<file path="src/rtl/systolic_result_buffer.sv">
// rtl/systolic_result_buffer.sv - ping-pong snapshot of a PE result array, drained as a word stream
// Two banks let one capture land while the other bank is still being streamed out.
module systolic_result_buffer #(
  parameter int DIM    = 4,
  parameter int DATA_W = 33,
  localparam int N      = DIM * DIM,
  localparam int ADDR_W = (N > 1) ? $clog2(N) : 1
) (
  input  logic                clk,
  input  logic                rst,
  input  logic                cap_en,
  input  logic [N*DATA_W-1:0] c_flat,
  output logic                out_valid,
  input  logic                out_ready,
  output logic [DATA_W-1:0]   out_data,
  output logic                out_last,
  input  logic [ADDR_W-1:0]   rd_addr,
  output logic [DATA_W-1:0]   rd_data,
  output logic [1:0]          level,
  output logic                ovf,
  input  logic                ovf_clr
);

  localparam logic [ADDR_W-1:0] LAST_IDX = ADDR_W'(N - 1);
  localparam logic [ADDR_W:0]   N_EXT    = (ADDR_W + 1)'(N);

  typedef enum logic {IDLE, STREAM} state_t;

  state_t            state;
  logic [DATA_W-1:0] bank [2][N];
  logic              wr_bank;
  logic              rd_bank;
  logic [ADDR_W-1:0] idx;
  logic              xfer;
  logic              rel;
  logic              accept;
  logic              drop;

  assign xfer   = out_valid && out_ready;
  assign rel    = xfer && (idx == LAST_IDX);
  // A release frees a bank this same cycle, so a capture at level 2 can reuse it.
  assign accept = cap_en && ((level != 2'd2) || rel);
  assign drop   = cap_en && !accept;

  assign out_data = bank[rd_bank][idx];
  assign out_last = out_valid && (idx == LAST_IDX);

  always_ff @(posedge clk) begin
    if (rst) begin
      for (int b = 0; b < 2; b++) begin
        for (int k = 0; k < N; k++) begin
          bank[b][k] <= '0;
        end
      end
      wr_bank <= 1'b0;
      level   <= 2'd0;
      ovf     <= 1'b0;
      rd_data <= '0;
    end else begin
      if (accept) begin
        for (int k = 0; k < N; k++) begin
          bank[wr_bank][k] <= c_flat[k*DATA_W +: DATA_W];
        end
        wr_bank <= ~wr_bank;
      end
      case ({accept, rel})
        2'b10:   level <= level + 2'd1;
        2'b01:   level <= level - 2'd1;
        default: level <= level;
      endcase
      // Overflow wins over a simultaneous clear so a drop is never lost.
      if (drop) begin
        ovf <= 1'b1;
      end else if (ovf_clr) begin
        ovf <= 1'b0;
      end
      if ({1'b0, rd_addr} < N_EXT) begin
        rd_data <= bank[rd_bank][rd_addr];
      end else begin
        rd_data <= '0;
      end
    end
  end

  always_ff @(posedge clk) begin
    if (rst) begin
      state     <= IDLE;
      out_valid <= 1'b0;
      idx       <= '0;
      rd_bank   <= 1'b0;
    end else begin
      case (state)
        IDLE: begin
          if (level != 2'd0) begin
            state     <= STREAM;
            out_valid <= 1'b1;
            idx       <= '0;
          end
        end
        STREAM: begin
          if (xfer) begin
            if (idx == LAST_IDX) begin
              idx       <= '0;
              rd_bank   <= ~rd_bank;
              state     <= IDLE;
              out_valid <= 1'b0;
            end else begin
              idx <= idx + ADDR_W'(1);
            end
          end
        end
        default: begin
          state     <= IDLE;
          out_valid <= 1'b0;
        end
      endcase
    end
  end

endmodule

</file>
<file path="config.mk">
export PLATFORM = sky130hd
export DESIGN_NAME = systolic_result_buffer
export DESIGN_NICKNAME = d
export VERILOG_FILES = /design/src/rtl/systolic_result_buffer.sv
export SDC_FILE = /design/constraint.sdc
export NUM_CORES = 2
export LEC_CHECK = 0
export ABC_CLOCK_PERIOD_IN_PS = 28100
export BUFFER_PORTS_ARGS = -buffer_cell sky130_fd_sc_hd__buf_2
export CORE_ASPECT_RATIO = 1.5
export CORE_MARGIN = 1.5
export CORE_UTILIZATION = 55
export DETAILED_ROUTE_END_ITERATION = 12
export GPL_TIMING_DRIVEN = 0
export PLACE_DENSITY = 0.75
export SLEW_MARGIN = 20
export SYNTH_ARGS = -nofsm -noshare
export SYNTH_HDL_FRONTEND = slang
export SYNTH_SLANG_ARGS = --single-unit
</file>
<file path="constraint.sdc">
create_clock -name clk -period 28.1 [get_ports clk]
set_input_delay 4.215 -clock clk [delete_from_list [all_inputs] [get_ports clk]]
set_output_delay 4.215 -clock clk [all_outputs]
set_load 0.01 [all_outputs]
</file>
; ---- Yosys cells after proc, flatten, opt, wreduce, memory -nomap -nowiden
; Memory sizes are Yosys's and may differ from the RTL's. A register that Yosys moved wholly into a read port is not among the register bits.
; Cells that the tools add are included.
[classes]
n_reduce_logical = 14
mux = 31
n_eq_ne = 7
n_mul = 0
n_shift = 0
bitwise = 5
n_div = 0
addsub = 3
n_lt_le_gt_ge = 2
[op_table]
columns = operator, count
row1 = 528-bit two-way mux, 1
row2 = 528-bit OR reduction, 1
row3 = 33-bit binary-select mux with 4-bit select, 2
row4 = 33-bit two-way mux, 4
row5 = 1-bit two-way mux, 17
row6 = 4-bit two-way mux, 3
row7 = 5-bit greater-or-equal comparator (second input constant), 2
row8 = 4-bit NOT with 5-bit output, 2
row9 = 4-bit case mux with 2 select lines, 1
row10 = 3-bit AND reduction, 2
row11 = 2-bit nonzero test, 3
row12 = 1-bit logical AND, 5
row13 = 4-bit by 1-bit adder with 4-bit output (second input constant), 1
row14 = 4-bit equality test (second input constant), 1
row15 = 2-bit by 1-bit inequality test with 1-bit output (second input constant), 2
row16 = 2-bit inequality test (second input constant), 2
row17 = 1-bit case mux with 2 select lines, 2
row18 = 2-bit case mux with 2 select lines, 1
row19 = 1-bit NOT, 3
row20 = 2-bit by 1-bit adder with 2-bit output (second input constant), 1
row21 = 2-bit by 1-bit equality test with 1-bit output (second input constant), 1
row22 = 2-bit equality test (second input constant), 1
row23 = 2-bit AND reduction, 1
row24 = 2-bit by 1-bit subtractor with 2-bit output (second input constant), 1
row25 = other kinds (2), 2
[word_totals]
input_bits = 537
rom_bits = 0
mem_bits_rw = 1056
word_cells = 71
latchBits = 0
ff_bits = 44
n_memories = 1
out_inout_bits = 71
[memory_table]
columns = name, depth, width, read_ports, rd_ports_with_merged_regs, write_ports, line_no
row1 = bank, 2, 528, 1, 1, 2, 30  ; logic [DATA_W-1:0] bank [2][N];

; ---- Longest topological paths before layout
[logic_depth]
depth_word = 9
depth_mapped = 9
mapped_depth_nobuf = 8

; ---- Worst setup path after synthesis
; OpenSTA, ideal clock, no wires.
[synth_path]
kind = input port to flip-flop
startpoint = input port rst
endpoint = memory bank[0][0] (netlist bit), enable pin
setup_time_ns = 0.990
n_path_buf = 2
t_arrival_ns = 17.379
required_time_ns = 27.110
path_stages = 3
slack_ns = 9.731
path_cell_list = buf_1 clkbuf_1 nand2b_1
[synth_lines]
columns = item, line_no
row1 = "start, declared", 10  ; input logic rst,
row2 = "end, declared", 30

; ---- Worst setup path after layout
[layout_path]
startpoint = register idx[0]
endpoint = output port out_data[21]
[layout_between]
elab_chain_len = 4
[layout_lines]
columns = item, line_no
row1 = "start, declared", 33  ; logic [ADDR_W-1:0] idx;
row2 = "start signal, assigned", 108  ; idx <= idx + ADDR_W'(1);
row3 = 4-bit NOT with 5-bit output (implied by the code), 45  ; assign out_data = bank[rd_bank][idx];
row4 = 33-bit binary-select mux with 4-bit select, 45
row5 = 33-bit two-way mux (implied by the code) (2 in a row), 45
row6 = "end, declared", 15  ; output logic [DATA_W-1:0] out_data,
; No other way between the ends. The select of a mux whose other input is x is not followed.

==> results.tsv <==
metric	value	unit
area_delta_synth_final	15.6	%
wire_per_inst	35.9	µm
arrival	4.52	ns
cts_setup_buffers	0	
cp.required	23.89	ns
first_iter_violations	6996	
avgSynthCellArea	13.3	µm²
period_share	0.311	
layout_common_cells	1056 x edfxtp_1, 1027 x and2_1, 759 x mux2i_1, 697 x buf_2, 333 x a22oi_1	
final_cell_area	0.0670	mm²
yosysWarnings	0	
htreeDepth	3	
cpPeakStageDelay	0.95	ns
clkSinkCount	1101	
ys_top_cells_by_area	edfxtp_1 55%, mux2i_1 13%, and2_1 11%	
clockBufferDepth	3	
die_w	268	µm
antenna_left	0	
status	finished clean	
cp-end-kind	output pin	
drtPass1Iterations	8	
portBuffers	606	
grt_start_max_net_pins	55	
clk_latency	0.75	ns
startpoint_type	flop	
vias_per_cell	6.72	
busiest_layer	met2	
syn_nets	4899	
vias	44600	
cts_hold_buf	0	
synth_top_area_share	0.547	
setup_tns	0	ns
ys_ff_latch	1101	
grt_pass1_vias	43500	
rows	145	
drt-total-wl	238000	µm
slew_violations	0	
use_met3	0.144	
layout_setup_ws	19.36	ns
fp.dieArea	0.107	mm²
cts_root_buf	clkbuf_16	
core-area	0.104	mm²
r2r_slack	23.52	ns
die_h	401	µm
setup_viol	0	
netlist-cell-type-count	59	
fin_nets	5637	
final_hold_viol_count	0	
utilization	0.642	
ios	608	
peakVddDrop	0.0475	mV
grtUsageMet1	0.501	
critPathKind	reg2out	
cts_made_buffers	103	
fmax	114	MHz
antenna_found_initial	74	
final_common_cell	edfxtp_1	
use_met2	0.677	
cts_tree	built	
place_hpwl	183000	µm
slowest_stage	nor3_2	
synth_ff_type	edfxtp_1	
cts_resized	0	
rsz0062_at_grt	false	
synth_edf_count	1056	
leakage	0.0256	µW
dp_slack	19.56	ns
path_clk_slew	0.07	ns
track_usage	0.436	
gp_congestion	1.01	
drc_errors	0	
path_cells	clkbuf_1 -> inv_1 -> nor3_2 -> clkbuf_1 -> a22oi_1 -> nand4_1 -> buf_2	
fin_skew	0.0323	ns
synth.yosys.seq_area_share	0.563	
timing.critical_path.mode_cell	clkbuf_1	
fillCellCount	7999	
synth-async-reset-ratio	0	
yosysTopAreaCell	edfxtp_1	
hold_class	reg2reg	
synthCells	4360	
pwr_density_cell	60.3	mW/mm²
grt_overflow_total	0	
drive_above_1_share	0.242	
initial_core_util	0.556	
grt_pass1_wl	320000	µm
cp_max_fo	10	
syn_area	0.0580	mm²
fin_crit	8.74	ns
place_area	0.0634	mm²
maxSlewHeadroom	0.107	
max-cap-violations	0	
worstMarginPinSlew	1.31	ns
## worst max-delay path, delay by kind of cell (launching register included)
family | cells | cell delay (ns)
buffers and inverters | 4 | 1.72
and+or+nand+nor | 2 | 1.27
AOI/OAI and AO/OA | 1 | 0.43
DFF | 1 | 0.34
## area by class of cell
class                      count  area [µm²]  share of cell area
clock buffer                 146        2950              0.0440
timing repair buffer         633        3650              0.0545
multi-input combinational   2881       23500               0.350
sequential                  1101       32600               0.487
tap                         1396        1750              0.0261
inverter                       3        11.3            0.000168
clock inverter                47         498             0.00743
antenna                       54         135             0.00202
buffer                       375        1940              0.0289
## final timing paths
path,start,end,cells after the start
worst max-delay path,idx[0],out_data[21],7
worst min-delay path,out_valid,out_valid,2
worst max register to register,idx[3],bank[1][261],9
worst min register to register,out_valid,out_valid,2
## kinds of logic after synthesis
group / synth area share
xor+xnor: 0.000756
flops: 0.563
compound gates: 0.0713
buf+inv: 0.0335
simple gates: 0.149
fa+ha+maj: 0.000432
mux: 0.183
## synth_stat cells (3+ instances only)
cell          n
a2111oi_0    26
a211oi_1     29
a21oi_1      99
a221o_1      28
a221oi_1      4
a22oi_1     333
and2_1     1027
and3_1       36
buf_1         9
buf_2        90
buf_4        44
buf_6        15
clkbuf_1    113
clkbuf_2    104
dfxtp_1      45
edfxtp_1   1056
inv_1         3
mux2_2       68
mux2i_1     759
mux4_2       99
nand2_1      38
nand2b_1      3
nand3_1     103
nand3b_1      4
nand4_1      34
nor2_1       42
nor2b_1      38
nor4_1        5
nor4b_2      28
o2111ai_1     5
o21ai_0       3
o22a_1        4
o22ai_1      28
xnor2_1       3
## registers in the layout, summed over array words and instances, names as in the netlist, named ones only
name       cells
bank        1056
rd_bank        1
ovf            1
idx            4
wr_bank        1
out_valid      1
level          2
rd_data       33
state          1
## power by group
part	internal, µW	switching [µW]	leakage, µW
logic	200	335	0.0123
clock network	822	660	0.00167
registers	1960	71.0	0.0116
## layer usage
| layer | vias to the layer above | wire [µm] | part of all wire |
|---|---|---|---|
| met1 | 21800 | 76000 | 0.32 |
| met2 | 3742 | 109000 | 0.46 |
| met3 | 1010 | 32800 | 0.14 |
| li1 | 18000 | - | - |
| met5 | - | 114 | 0.00048 |
| met4 | 18 | 20100 | 0.084 |
## per-stage QoR
stage | hold slack [ns] | power [µW] | cells
after floorplan | 0.472 | 2360 | 4360
after global placement | 0.486 | 2630 | 6362
after detailed placement | 0.491 | 2570 | 6388
after CTS | 0.500 | 3990 | 6581
after global routing | 0.522 | 4100 | 6624
final | 0.509 | 4040 | 6636
Power figures use the tool's default switching activity.
